`config.mk`:
```
export PLATFORM = sky130hd
export DESIGN_NAME = cic_decimator
export DESIGN_NICKNAME = d
export VERILOG_FILES = /design/src/rtl/cic_decimator_pkg.sv /design/src/rtl/cic_comb_stage.sv /design/src/rtl/cic_decimator.sv
export SDC_FILE = /design/constraint.sdc
export NUM_CORES = 1
export LEC_CHECK = 0
export BUFFER_PORTS_ARGS = -buffer_cell sky130_fd_sc_hd__buf_2
export CAP_MARGIN = 20
export CORE_MARGIN = 2
export CORE_UTILIZATION = 65
export CTS_BUF_LIST = sky130_fd_sc_hd__clkbuf_4 sky130_fd_sc_hd__clkbuf_8
export DETAILED_ROUTE_END_ITERATION = 6
export MAX_ROUTING_LAYER = met4
export PLACE_DENSITY_LB_ADDON = 0.25
export SYNTH_ARGS = -nofsm -noshare
export SYNTH_HDL_FRONTEND = slang
export SYNTH_SLANG_ARGS = --single-unit
```
`constraint.sdc`:
```
create_clock -name CLK -period 19.1 [get_ports CLK]
set_input_delay 3.82 -clock CLK [delete_from_list [all_inputs] [get_ports CLK]]
set_output_delay 3.82 -clock CLK [all_outputs]
set_load 0.03 [all_outputs]
```
`src/rtl/cic_decimator_pkg.sv`:
```
// Shared DFE receive-chain constants and types for the CIC decimator.
package cic_decimator_pkg;

    localparam int unsigned DATA_WIDTH     = 16;
    localparam int unsigned CIC_STAGES     = 5;
    localparam int unsigned CIC_MAX_LOG2_D = 4;
    // Register growth is STAGES * log2(Dmax) bits with differential delay M = 1.
    localparam int unsigned ACC_WIDTH      = DATA_WIDTH + CIC_STAGES * CIC_MAX_LOG2_D;

    typedef logic signed [DATA_WIDTH-1:0] sample_t;
    typedef logic signed [ACC_WIDTH-1:0]  acc_t;

endpackage

```
`src/rtl/cic_comb_stage.sv`:
```
// One CIC comb stage: a delay register and a modular subtractor.
module cic_comb_stage #(
    parameter int unsigned ACC_WIDTH = cic_decimator_pkg::ACC_WIDTH
) (
    input  logic                 CLK,
    input  logic                 RST,
    input  logic                 en,
    input  logic                 clr,
    input  logic [ACC_WIDTH-1:0] din,
    output logic [ACC_WIDTH-1:0] dout
);
    import cic_decimator_pkg::*;

    logic [ACC_WIDTH-1:0] z;

    // Delay register captures the stage input on each decimated step.
    always_ff @(posedge CLK or negedge RST) begin
        if (!RST) begin
            z <= '0;
        end else if (clr) begin
            z <= '0;
        end else if (en) begin
            z <= din;
        end
    end

    // Wrap-around is intended; the cascade is exact modulo 2^ACC_WIDTH.
    assign dout = din - z;

endmodule

```
`src/rtl/cic_decimator.sv`:
```
// Five-stage CIC decimator, D = 2^log2_d in {1..16}, unity-gain 16-bit output.
module cic_decimator #(
    parameter int unsigned DATA_WIDTH = cic_decimator_pkg::DATA_WIDTH,
    parameter int unsigned STAGES     = cic_decimator_pkg::CIC_STAGES,
    parameter int unsigned MAX_LOG2_D = cic_decimator_pkg::CIC_MAX_LOG2_D,
    parameter int unsigned ACC_WIDTH  = DATA_WIDTH + STAGES * MAX_LOG2_D
) (
    input  logic                         CLK,
    input  logic                         RST,
    input  logic signed [DATA_WIDTH-1:0] x_n,
    input  logic                         valid_in,
    input  logic                         EN,
    input  logic                         bypass,
    input  logic [2:0]                   log2_d,
    output logic signed [DATA_WIDTH-1:0] y_m,
    output logic                         valid
);
    import cic_decimator_pkg::*;

    localparam int unsigned CNT_WIDTH = MAX_LOG2_D + 1;

    logic                         run;
    logic                         accept;
    logic                         reconf;
    logic [2:0]                   l2d_sel;
    logic [2:0]                   l2d_q;
    logic [MAX_LOG2_D-1:0]        cnt;
    logic [CNT_WIDTH-1:0]         d_last;
    logic                         cnt_last;
    logic                         dec_stb;
    logic                         comb_en;
    logic [ACC_WIDTH-1:0]         x_ext;
    logic [ACC_WIDTH-1:0]         integ  [STAGES];
    logic [ACC_WIDTH-1:0]         comb_c [STAGES+1];
    logic signed [ACC_WIDTH-1:0]  comb_out;
    int unsigned                  shamt;
    logic [DATA_WIDTH-1:0]        y_scaled;

    assign run      = EN & ~bypass;
    assign accept   = valid_in & run;
    assign l2d_sel  = (log2_d > 3'(MAX_LOG2_D)) ? 3'(MAX_LOG2_D) : log2_d;
    // A changed decimation select restarts the filter from a clean state.
    assign reconf   = EN & (l2d_sel != l2d_q);
    assign d_last   = (CNT_WIDTH'(1) << l2d_q) - CNT_WIDTH'(1);
    assign cnt_last = ({1'b0, cnt} == d_last);
    assign comb_en  = run & dec_stb;
    assign x_ext    = {{(ACC_WIDTH-DATA_WIDTH){x_n[DATA_WIDTH-1]}}, x_n};

    // Decimation counter, group strobe and registered decimation select.
    always_ff @(posedge CLK or negedge RST) begin
        if (!RST) begin
            cnt     <= '0;
            dec_stb <= 1'b0;
            l2d_q   <= '0;
        end else if (reconf) begin
            cnt     <= '0;
            dec_stb <= 1'b0;
            l2d_q   <= l2d_sel;
        end else if (run) begin
            dec_stb <= accept & cnt_last;
            if (accept) begin
                cnt <= cnt_last ? '0 : cnt + MAX_LOG2_D'(1);
            end
        end
    end

    for (genvar k = 0; k < STAGES; k++) begin : g_integ
        logic [ACC_WIDTH-1:0] acc;
        logic [ACC_WIDTH-1:0] add;
        if (k == 0) begin : g_first
            assign add = x_ext;
        end else begin : g_next
            assign add = integ[k-1];
        end
        // Integrator k accumulates the pre-edge value of its predecessor.
        always_ff @(posedge CLK or negedge RST) begin
            if (!RST) begin
                acc <= '0;
            end else if (reconf) begin
                acc <= '0;
            end else if (accept) begin
                acc <= acc + add;
            end
        end
        assign integ[k] = acc;
    end

    assign comb_c[0] = integ[STAGES-1];

    for (genvar k = 0; k < STAGES; k++) begin : g_comb
        cic_comb_stage #(
            .ACC_WIDTH (ACC_WIDTH)
        ) u_comb (
            .CLK  (CLK),
            .RST  (RST),
            .en   (comb_en),
            .clr  (reconf),
            .din  (comb_c[k]),
            .dout (comb_c[k+1])
        );
    end

    // Gain is D^STAGES, so dividing by 2^(STAGES*log2_d) gives exact unity DC gain.
    assign comb_out = comb_c[STAGES];
    assign shamt    = STAGES * 32'(l2d_q);
    assign y_scaled = DATA_WIDTH'(comb_out >>> shamt);

    // Output register: normal, bypass, disabled and reconfiguration behaviour.
    always_ff @(posedge CLK or negedge RST) begin
        if (!RST) begin
            y_m   <= '0;
            valid <= 1'b0;
        end else if (reconf) begin
            valid <= 1'b0;
        end else if (EN && bypass) begin
            y_m   <= x_n;
            valid <= valid_in;
        end else if (EN) begin
            valid <= dec_stb;
            if (dec_stb) begin
                y_m <= y_scaled;
            end
        end else begin
            valid <= 1'b0;
        end
    end

endmodule

```
==> reports/qor.txt <==
===============================================================================================
Row count ........................................................................           82
Cell depth of the worst flop-to-flop path ........................................           52
Total length of routed wires .....................................................    79,700 um
Antenna violations before repair .................................................            1
Number of buffers inserted during clock tree synthesis ...........................           73
Worst skew pair latency ..........................................................      0.68 ns
Share of layout cells above drive strength 1 .....................................       0.0757
Cell type with the highest occurrence count on the critical path ................. sky130_fd_sc_hd__a21oi_1
Detailed-route via count .........................................................       28,200
Clock input transition at the sequential cells of the worst setup and hold paths .      0.06 ns
Instance count of the mapped netlist .............................................        3,811
Hold violation count in the final report .........................................            0
Non-filler instance count after layout ...........................................        4,557
Share of the synthesized area in the top cell type ...............................        0.293
Max capacitance violation total ..................................................            0
Placeable core region ............................................................   50,100 um2
R2R Path Start ................................................................... g_integ[4].acc[0]
Logic gate share of total power ..................................................        0.293
Tightest Pin Transition ..........................................................      1.10 ns
Reg-to-reg slack, setup ..........................................................      7.47 ns
Crit path setup slack, layout ....................................................      7.47 ns
Aggregate negative setup slack ...................................................         0 ns
Count of pins over their slew limit ..............................................            0
Cell depth of the worst setup path ...............................................           52
Tightest slew margin relative to the limit .......................................        0.266
Async set-or-reset flop fraction in the synthesized netlist ......................         1.00
Reported net switching power .....................................................       853 uW
CTS Root Buffer Type ............................................................. sky130_fd_sc_hd__clkbuf_8
Number of DRC violations after detailed-routing iteration 0 ......................        2,114
Fraction of power consumed by the clock network ..................................        0.362
Maximum resistive drop on vdd ....................................................    0.0808 mV
Max stage delay cell, worst path ................................................. sky130_fd_sc_hd__a221oi_1
Sequential element share of the synthesized area .................................        0.293
Area of combinational cells with multiple inputs .................................   21,800 um2
Clock net sink count .............................................................          385
Post-synth EDFFs .................................................................            0
Number of global-route vias before repair ........................................       27,200
First-pass GRT wire length .......................................................   134,000 um
Cell family contributing the most delay on the critical path ..................... compound AO/OA/AOI/OAI gates
Count of cells resized by post-cts repair ........................................            0
Post-route DRC violation count ...................................................            0
Syn Nets .........................................................................        4,200
Instance area at placement .......................................................   33,700 um2
Total congestion overflow ........................................................            0
Number of warnings reported in the yosys synthesis log ...........................            0
Effective utilization at floorplan ...............................................        0.657
DP Wirelength ....................................................................    57,700 um
WL/cell ..........................................................................      17.5 um
Post-synth top flop .............................................................. sky130_fd_sc_hd__dfrtp_1
# IOs ............................................................................           41
Delay of the slowest cell on the worst path ......................................      0.47 ns
Signal arrival time at the worst endpoint ........................................     12.19 ns
Layout Cell Area excl Fill .......................................................   35,300 um2
Final setup skew .................................................................    0.0271 ns
Synthesized area per cell ........................................................     8.63 um2
Largest net degree at the start of global routing ................................          178
Post-route total power ...........................................................      2490 uW
Path category of the worst min-delay check ....................................... register to register
Count of input and output buffers ................................................           40
Hold-fix buffers at CTS ..........................................................            0
Max Clock Freq ...................................................................     86.0 MHz
Worst setup path startpoint ...................................................... g_integ[4].acc[0]
Switching power share of the total ...............................................        0.343
GRT Util Overall .................................................................        0.315
Maximum clock insertion buffer count .............................................            3
Minimum clock period .............................................................     11.63 ns
Number of distinct library cells after synthesis .................................           98
WP buf/inv .......................................................................            2
Crit path capture ................................................................      y_m[13]
Outcome .......................................................................... finished clean
Worst Setup Slack post-DPL .......................................................      7.50 ns
Post-synthesis register bit count ................................................          385
Top cells by area in the synthesized netlist ..................................... sky130_fd_sc_hd__dfrtp_1, sky130_fd_sc_hd__ha_1, sky130_fd_sc_hd__a22o_1, sky130_fd_sc_hd__a21oi_1, sky130_fd_sc_hd__o21ai_0
Number of vias per cell after detailed routing ...................................         6.20
Total die area ...................................................................   52,400 um2
Period utilisation layout ........................................................        0.609
Total standard cell area after synthesis .........................................   32,900 um2
Total of endpoints with negative setup slack in the final report .................            0
Kind of critical path ............................................................ register to register
Final GP Congestion ..............................................................        0.936
Setup fix buffers added after clock tree synthesis ...............................            0
Die W ............................................................................       229 um
# fillers ........................................................................        4,057
Dominant cell type by area after synthesis ....................................... sky130_fd_sc_hd__dfrtp_1
TritonCTS clock tree .............................................................         done
Internal .........................................................................      1630 uW
RSZ-0062 raised after global routing .............................................        false
Worst reg2reg endpoint ...........................................................      y_m[13]
Required @ worst endpoint ........................................................     19.66 ns
CP Capture Type ..................................................................     register
Area added between synthesis and finish ..........................................        7.44%
Count of antenna-violating nets left after detailed routing ......................            0
Number of detailed-routing iterations run before antenna repair ..................            5
Maximum net fanout on the critical path ..........................................            9
CTS H-tree depth .................................................................            3
Storage cell area ................................................................     9630 um2
Cell Count Post-Placement ........................................................        4,422
Die height .......................................................................       229 um
Areal power density over the cells ...............................................  70.4 nW/um2
Leakage power of the design ......................................................    0.0172 uW
Nature of the critical path startpoint ...........................................     register
Share of total power in sequential cells .........................................        0.344
Final nets .......................................................................        4,214
===============================================================================================
==> cells in the mapped netlist (21+ instances only) <==
master and number:
sky130_fd_sc_hd__a211oi_1 32, sky130_fd_sc_hd__a21o_1 138, sky130_fd_sc_hd__a21oi_1 310, sky130_fd_sc_hd__a22o_1 194, sky130_fd_sc_hd__a31oi_1 26, sky130_fd_sc_hd__and3_1 29, sky130_fd_sc_hd__clkbuf_1 106, sky130_fd_sc_hd__dfrtp_1 385
sky130_fd_sc_hd__ha_1 355, sky130_fd_sc_hd__inv_1 280, sky130_fd_sc_hd__mux2i_1 34, sky130_fd_sc_hd__nand2_1 318, sky130_fd_sc_hd__nand2b_1 60, sky130_fd_sc_hd__nand3_1 64, sky130_fd_sc_hd__nor2_1 232, sky130_fd_sc_hd__nor2b_1 51
sky130_fd_sc_hd__nor3_1 51, sky130_fd_sc_hd__o211ai_1 29, sky130_fd_sc_hd__o21a_1 54, sky130_fd_sc_hd__o21ai_0 299, sky130_fd_sc_hd__o21ai_1 21, sky130_fd_sc_hd__o21bai_1 48, sky130_fd_sc_hd__o31ai_1 32, sky130_fd_sc_hd__or3_1 28
sky130_fd_sc_hd__xnor2_1 159, sky130_fd_sc_hd__xor2_1 131
==> worst min path at each step <==
stage	from	to	slack, ns	cells past startpoint
2_1_floorplan	g_comb[0].u_comb.z[1]	g_comb[0].u_comb.z[1]	0.45	2
3_3_place_gp	g_comb[3].u_comb.z[0]	g_comb[3].u_comb.z[0]	0.47	2
3_5_place_dp	y_m[8]	y_m[8]	0.47	2
4_1_cts	y_m[8]	y_m[8]	0.49	2
5_1_grt	g_comb[0].u_comb.z[20]	g_comb[0].u_comb.z[20]	0.51	1
6_report	g_comb[0].u_comb.z[1]	g_comb[0].u_comb.z[1]	0.49	2
==> stage by stage <==
stage	util	hold slack [ns]
finish	0.706	0.492
global route	0.706	0.508
CTS	0.706	0.494
detailed placement	0.673	0.472
global placement	0.673	0.468
floorplan	-	0.450
==> cell families after synthesis <==
logic type / synth area share
AO/OA/AOI/OAI: 0.278
XOR/XNOR: 0.0815
adder cells (fa/ha/maj): 0.141
buffers and inverters: 0.0462
flip-flops: 0.293
multiplexers: 0.0262
AND/OR/NAND/NOR: 0.134
==> flip-flops by register name (all words and copies together) (netlist names) <==
name             cells
dec_stb              1
g_comb.u_comb.z    180
cnt                  4
y_m                 16
g_integ.acc        180
valid                1
l2d_q                3
==> area by class of cell <==
class,count,area share
multi-input cells,3021,0.616
flip-flops and latches,385,0.273
clock buffers,117,0.0418
inverters,284,0.0302
well taps,672,0.0238
repair buffers,60,0.0109
clock inverters,16,0.00425
diodes,2,0.000142
==> power by group through the flow <==
stage          Sequential (uW)  Combinational [uW]  Clock, uW
2_1_floorplan              894                 515          0
3_3_place_gp               869                 703          0
3_5_place_dp               869                 711          0
4_1_cts                    855                 717        919
5_1_grt                    857                 790        955
6_report                   856                 730        901
==> layout by cell type (no fill, tap or decap), types with 19 or more instances in the layout <==
cell and n:
sky130_fd_sc_hd__nand4_1 20, sky130_fd_sc_hd__a21oi_1 310, sky130_fd_sc_hd__ha_1 355, sky130_fd_sc_hd__nand2_1 317, sky130_fd_sc_hd__or3_1 28, sky130_fd_sc_hd__nand2b_1 60, sky130_fd_sc_hd__or2_2 20, sky130_fd_sc_hd__a211oi_1 32
sky130_fd_sc_hd__a31oi_1 26, sky130_fd_sc_hd__a22o_1 194, sky130_fd_sc_hd__nor2b_1 51, sky130_fd_sc_hd__dfrtp_1 385, sky130_fd_sc_hd__inv_1 280, sky130_fd_sc_hd__o21a_1 54, sky130_fd_sc_hd__buf_2 39, sky130_fd_sc_hd__o21bai_1 48
sky130_fd_sc_hd__xnor2_1 159, sky130_fd_sc_hd__and3_1 29, sky130_fd_sc_hd__o211ai_1 29, sky130_fd_sc_hd__mux2i_1 34, sky130_fd_sc_hd__o31ai_1 32, sky130_fd_sc_hd__nor3_1 50, sky130_fd_sc_hd__mux2_2 19, sky130_fd_sc_hd__a21o_1 138
sky130_fd_sc_hd__clkbuf_4 21, sky130_fd_sc_hd__nor2_1 231, sky130_fd_sc_hd__o21ai_1 19, sky130_fd_sc_hd__and2_1 19, sky130_fd_sc_hd__o21ai_0 299, sky130_fd_sc_hd__clkbuf_8 96, sky130_fd_sc_hd__xor2_1 131, sky130_fd_sc_hd__nand3_1 64
==> per-layer routing <==
metal  share of wire  GRT usage
met1            0.45      0.413
met2            0.47      0.506
met3           0.054     0.0478
met4           0.028     0.0968
met5               0          -
==> worst reg2reg max path, delay by kind of cell (launching register included) <==
kind,cells,cell delay (ns)
fa+ha+maj,6,1.92
buf+inv,2,0.15
simple gates,8,1.53
xor+xnor,6,1.51
compound gates,30,6.03
flops,1,0.38
Power figures use the tool's default switching activity.
